### src/rtl/game_pkg.sv
// Shared 2048 game types: move codes and the move-encoder FSM states.
package game_pkg;

   typedef enum logic [2:0] {
      MovNone  = 3'd0,
      MovLeft  = 3'd1,
      MovRight = 3'd2,
      MovUp    = 3'd3,
      MovDown  = 3'd4
   } mov_t;

   typedef enum logic [1:0] {
      StIdle,
      StHold,
      StWaitRelease
   } menc_state_t;

   // btn = {down, up, right, left}; left wins over right over up over down
   function automatic mov_t prio_encode(input logic [3:0] btn);
      mov_t code;
      code = MovNone;
      if (btn[0])      code = MovLeft;
      else if (btn[1]) code = MovRight;
      else if (btn[2]) code = MovUp;
      else if (btn[3]) code = MovDown;
      return code;
   endfunction

endpackage

### src/rtl/btn_debounce.sv
// Two-flop synchronizer followed by a consecutive-sample debouncer for one raw button.
module btn_debounce #(
   parameter int unsigned DEBOUNCE_CYCLES = 500000
) (
   input  logic clk,
   input  logic rst,
   input  logic raw,
   output logic level
);

   localparam int unsigned CntW = $clog2(DEBOUNCE_CYCLES + 1);
   localparam logic [CntW-1:0] CntLast = CntW'(DEBOUNCE_CYCLES - 1);

   logic [1:0]      sync_q;
   logic            level_q, level_d;
   logic [CntW-1:0] cnt_q, cnt_d;

   // Counter only runs while the synced level disagrees and stops at the flip point,
   // so it can never wrap.
   always_comb begin
      level_d = level_q;
      cnt_d   = '0;
      if (sync_q[1] != level_q) begin
         if (cnt_q >= CntLast) begin
            level_d = sync_q[1];
         end else begin
            cnt_d = cnt_q + CntW'(1);
         end
      end
   end

   always_ff @(posedge clk or negedge rst) begin
      if (!rst) begin
         sync_q  <= '0;
         level_q <= 1'b0;
         cnt_q   <= '0;
      end else begin
         sync_q  <= {sync_q[0], raw};
         level_q <= level_d;
         cnt_q   <= cnt_d;
      end
   end

   assign level = level_q;

endmodule

### src/rtl/move_encoder.sv
// Turns four debounced direction buttons into one held move request with valid/ack.
module move_encoder
   import game_pkg::*;
#(
   parameter int unsigned DEBOUNCE_CYCLES = 500000
) (
   input  logic clk,
   input  logic rst,
   input  logic btn_izq,
   input  logic btn_der,
   input  logic btn_up,
   input  logic btn_down,
   input  logic enable,
   input  logic mov_ack,
   output mov_t mov,
   output logic mov_valid
);

   logic [3:0]  raw_btn;
   logic [3:0]  lvl;
   menc_state_t state_q, state_d;
   mov_t        mov_q, mov_d;

   assign raw_btn = {btn_down, btn_up, btn_der, btn_izq};

   for (genvar i = 0; i < 4; i++) begin : g_deb
      btn_debounce #(
         .DEBOUNCE_CYCLES(DEBOUNCE_CYCLES)
      ) u_deb (
         .clk  (clk),
         .rst  (rst),
         .raw  (raw_btn[i]),
         .level(lvl[i])
      );
   end

   always_comb begin
      state_d = state_q;
      mov_d   = mov_q;
      unique case (state_q)
         StIdle: begin
            if (enable && (|lvl)) begin
               state_d = StHold;
               mov_d   = prio_encode(lvl);
            end
         end
         StHold: begin
            // Ack and withdrawal both end the request the same way.
            if (mov_ack || !enable) begin
               state_d = StWaitRelease;
               mov_d   = MovNone;
            end
         end
         StWaitRelease: begin
            if (!(|lvl)) state_d = StIdle;
         end
         default: begin
            state_d = StIdle;
            mov_d   = MovNone;
         end
      endcase
   end

   always_ff @(posedge clk or negedge rst) begin
      if (!rst) begin
         state_q <= StIdle;
         mov_q   <= MovNone;
      end else begin
         state_q <= state_d;
         mov_q   <= mov_d;
      end
   end

   assign mov       = mov_q;
   assign mov_valid = (state_q == StHold);

endmodule

### config.mk
export PLATFORM = sky130hd
export DESIGN_NAME = move_encoder
export DESIGN_NICKNAME = d
export VERILOG_FILES = /design/src/rtl/game_pkg.sv /design/src/rtl/btn_debounce.sv /design/src/rtl/move_encoder.sv
export SDC_FILE = /design/constraint.sdc
export NUM_CORES = 1
export LEC_CHECK = 0
export CORE_ASPECT_RATIO = 0.9
export CORE_UTILIZATION = 65
export CTS_BUF_LIST = sky130_fd_sc_hd__clkbuf_8
export DETAILED_ROUTE_END_ITERATION = 16
export PLACE_DENSITY = 0.83
export RECOVER_POWER = 100
export SYNTH_ARGS = -nofsm -noshare
export SYNTH_HDL_FRONTEND = slang
export SYNTH_SLANG_ARGS = --single-unit
export TNS_END_PERCENT = 5
### constraint.sdc
create_clock -name clk -period 5.04 [get_ports clk]
set_clock_uncertainty 0.15 [all_clocks]
set_input_delay 1.512 -clock clk [delete_from_list [all_inputs] [get_ports clk]]
set_output_delay 1.512 -clock clk [all_outputs]
set_load 0.01 [all_outputs]
==> results.json <==
{
  "outcome": "complete, but fails checks",
  "violations": "max-capacitance violations, max-slew violations",
  "synth_top_family_by_area": "simple AND/OR/NAND/NOR gates",
  "maxCapViolCount": 1,
  "netlist_instances": 431,
  "drc": 0,
  "setup_viol": 0,
  "core_sq_um": 6284,
  "slew_viol_final": 79,
  "post_cts_buffers": 0,
  "cp-endpoint": "g_deb[2].u_deb.cnt_q[18]$_DFF_PN0_",
  "htree_levels": 3,
  "synthArstFlopShare_pct": 100.0,
  "syn_area_sq_um": 4350,
  "rr_worst_depth": 5,
  "slowest_stage": "clkbuf_2",
  "via_count": 3089,
  "synth_fa_ha_area_share_pct": 1.150,
  "clockBufferDepth": 2,
  "drtIter0Drc": 151,
  "path_cells": "clkbuf_2 -> clkbuf_1",
  "dieArea_sq_um": 7024,
  "grt_pass1_vias": 3032,
  "worstSetupEndpointType": "async pin",
  "synth_cell_types": 49,
  "yosys.area_share.simple_pct": 22.72,
  "ys_warn_count": 0,
  "synth_nets": 443,
  "drive_gt1_share_pct": 5.482,
  "finalHoldViolCount": 0,
  "min_period_ns": 3.301,
  "cts_root_buf": "clkbuf_8",
  "vdd_ir_drop_max_v": 0.0002173,
  "wl_per_cell_microns": 13.98,
  "synth_top_cell_by_area": "dfrtp_1",
  "diodes": 0,
  "hold_path.class": "register to register",
  "grt_usage_pct": 24.92,
  "synth_ff_type": "dfrtp_1",
  "grt_pass1_wl_mm": 13.39,
  "die_w_microns": 88.24,
  "hpwl_mm": 5.246,
  "cellLeakagePower_nw": 2.002,
  "area_delta_synth_final_pct": 7.823,
  "startpoint": "rst",
  "worstPathArrival_ns": 3.54,
  "wl_mm": 7.593,
  "ant_nets": 0,
  "instances_no_fill": 543,
  "r2r-end": "g_deb[3].u_deb.cnt_q[18]$_DFF_PN0_",
  "crit_buf_inv": 2,
  "rrSetupSlack_ns": 2.26,
  "crit_type": "input pin to async pin",
  "clock_latency_ns": 0.35,
  "synth_top_area_share_pct": 53.49,
  "nNetsFinal": 463,
  "max_freq_ghz": 0.3030,
  "multi_input_area_sq_um": 1923,
  "fin_crit_sh_pct": 65.49,
  "yosys_register_bits": 93,
  "r2r_start": "g_deb[3].u_deb.cnt_q[10]$_DFF_PN0_",
  "via_per_inst": 5.689,
  "slew_headroom_pct": -22.22,
  "gr-total-overflow": 0,
  "fp-row-count": 27,
  "synth_xor_area_share_pct": 13.89,
  "synth-compound-area-share_pct": 5.810,
  "ctsResizeCount": 0,
  "ctsHoldBuffers": 0,
  "slowest_delay_ns": 1.28,
  "tightest_slew_ns": 1.833,
  "power.density_nw_per_um2": 265.8,
  "place.gp.congestion": 0.8092,
  "cp.depth": 2,
  "fillers": 461,
  "cts.sinks": 93,
  "io_pins": 12,
  "avgSynthCellArea_sq_um": 10.09,
  "synth_edf_count": 0,
  "cts_tree": "yes",
  "synthTopCellsByArea": "dfrtp_1, xor2_1, nor2_1, xnor2_1, nand3_1",
  "critPathTopFamily": "buffers and inverters",
  "numPortBuffers": 11,
  "setup_tns_ns": 0,
  "die_y_microns": 79.61,
  "dp.cells": 527,
  "start_util_pct": 69.24,
  "rsz0062_at_grt": "no",
  "antenna_found_initial": 0,
  "clkTransAtPathRegs_ns": 0.09,
  "regArea_sq_um": 2327,
  "crit_required_ns": 5.28,
  "numCtsBuffers": 9,
  "critPathLaunchType": "input pin",
  "drt_pass1_iterations": 5,
  "grt_max_degree": 79,
  "crit_fanout": 78,
  "synthMuxAreaShare_pct": 1.007,
  "ys_seq_area_share_pct": 53.49
}
[worst min path at each step]
stage               cells past startpoint                          startpoint                            endpoint  slack (ns)
floorplan                               0  g_deb[0].u_deb.sync_q[0]$_DFF_PN0_  g_deb[0].u_deb.sync_q[1]$_DFF_PN0_        0.18
global placement                        0  g_deb[2].u_deb.sync_q[0]$_DFF_PN0_  g_deb[2].u_deb.sync_q[1]$_DFF_PN0_        0.21
detailed placement                      0  g_deb[2].u_deb.sync_q[0]$_DFF_PN0_  g_deb[2].u_deb.sync_q[1]$_DFF_PN0_        0.21
CTS                                     0  g_deb[2].u_deb.sync_q[0]$_DFF_PN0_  g_deb[2].u_deb.sync_q[1]$_DFF_PN0_        0.23
global route                            0  g_deb[2].u_deb.sync_q[0]$_DFF_PN0_  g_deb[2].u_deb.sync_q[1]$_DFF_PN0_        0.24
finish                                  0  g_deb[2].u_deb.sync_q[0]$_DFF_PN0_  g_deb[2].u_deb.sync_q[1]$_DFF_PN0_        0.22
[layout make-up]
type | instances | share of cell area [%]
Clock buffer | 9 | 2.641
Clock inverter | 7 | 0.9069
Inverter | 14 | 1.120
Multi-Input combinational cell | 320 | 41.00
Sequential cell | 93 | 49.61
Tap cell | 87 | 2.321
Timing Repair Buffer | 13 | 2.401
[layout by cell type, fill, tap and decap left out, types with 2 or more instances in the layout]
cell,n
dfrtp_1,93
nor2_1,90
xor2_1,39
xnor2_1,30
nand3_1,28
nand2_1,21
nand4_1,17
inv_1,15
nor3_1,14
o21ai_0,10
dlygate4sd3_1,10
and3_1,9
clkbuf_8,9
a21oi_1,8
or3_1,5
nor4_1,4
ha_1,4
or2_2,3
o211ai_1,3
mux2_2,3
clkinv_2,3
or4_1,2
a2111o_1,2
o21a_1,2
o31ai_1,2
and3_2,2
a21o_1,2
nand2b_1,2
and2_0,2
clkinvlp_4,2
clkbuf_1,2
[synthesized netlist by cell type (8+ instances only)]
| master | n |
|---|---|
| dfrtp_1 | 93 |
| nor2_1 | 90 |
| xor2_1 | 39 |
| xnor2_1 | 30 |
| nand3_1 | 28 |
| nand2_1 | 20 |
| nand4_1 | 17 |
| inv_1 | 14 |
| nor3_1 | 14 |
| and3_1 | 9 |
| a21oi_1 | 8 |
| o21ai_0 | 8 |
[metal layers]
layer | global-route usage (%) | routed length, microns | vias up
li1 | - | - | 1514
met4 | 6.613 | 93 | 0
met5 | 0 | 0 | -
met1 | 32.49 | 3494 | 1508
met2 | 41.85 | 3730 | 55
met3 | 5.895 | 274 | 12
[report_power, final]
part | switching [mW] | internal [mW] | total [mW] | leakage (nW)
Combinational | 0.0337 | 0.0155 | 0.0492 | 0.647
Sequential | 0.0102 | 0.758 | 0.768 | 1.27
Clock | 0.253 | 0.176 | 0.430 | 0.0866
[metrics by stage]
stage / instance area, sq um / util [%] / worst slack (ns) / total power [mW] / hold WS (ns)
after detailed placement: 4551 / 72.42 / 2.012 / 0.8362 / 0.2063
after floorplan: 4350 / - / 2.556 / 0.8065 / 0.1812
final: 4691 / 74.65 / 1.739 / 1.247 / 0.2231
after global routing: 4691 / 74.65 / 1.233 / 1.294 / 0.2389
after global placement: 4551 / 72.42 / 2.016 / 0.8342 / 0.2070
after CTS: 4717 / 75.07 / 1.937 / 1.263 / 0.2313
[cells by family (layout without fill, tap and decap cells)]
family	after synthesis	count (layout)
simple gates	207	207
flops	93	93
xor+xnor	69	69
compound gates	36	36
buf+inv	18	43
fa+ha+maj	4	4
mux	4	4
[registers in the layout, indices dropped and copies added, names as in the netlist]
register            flops
g_deb.u_deb.cnt_q      76
g_deb.u_deb.level       4
g_deb.u_deb.sync_q      8
mov                     3
state_q                 2
(Power assumes the default switching activity.)
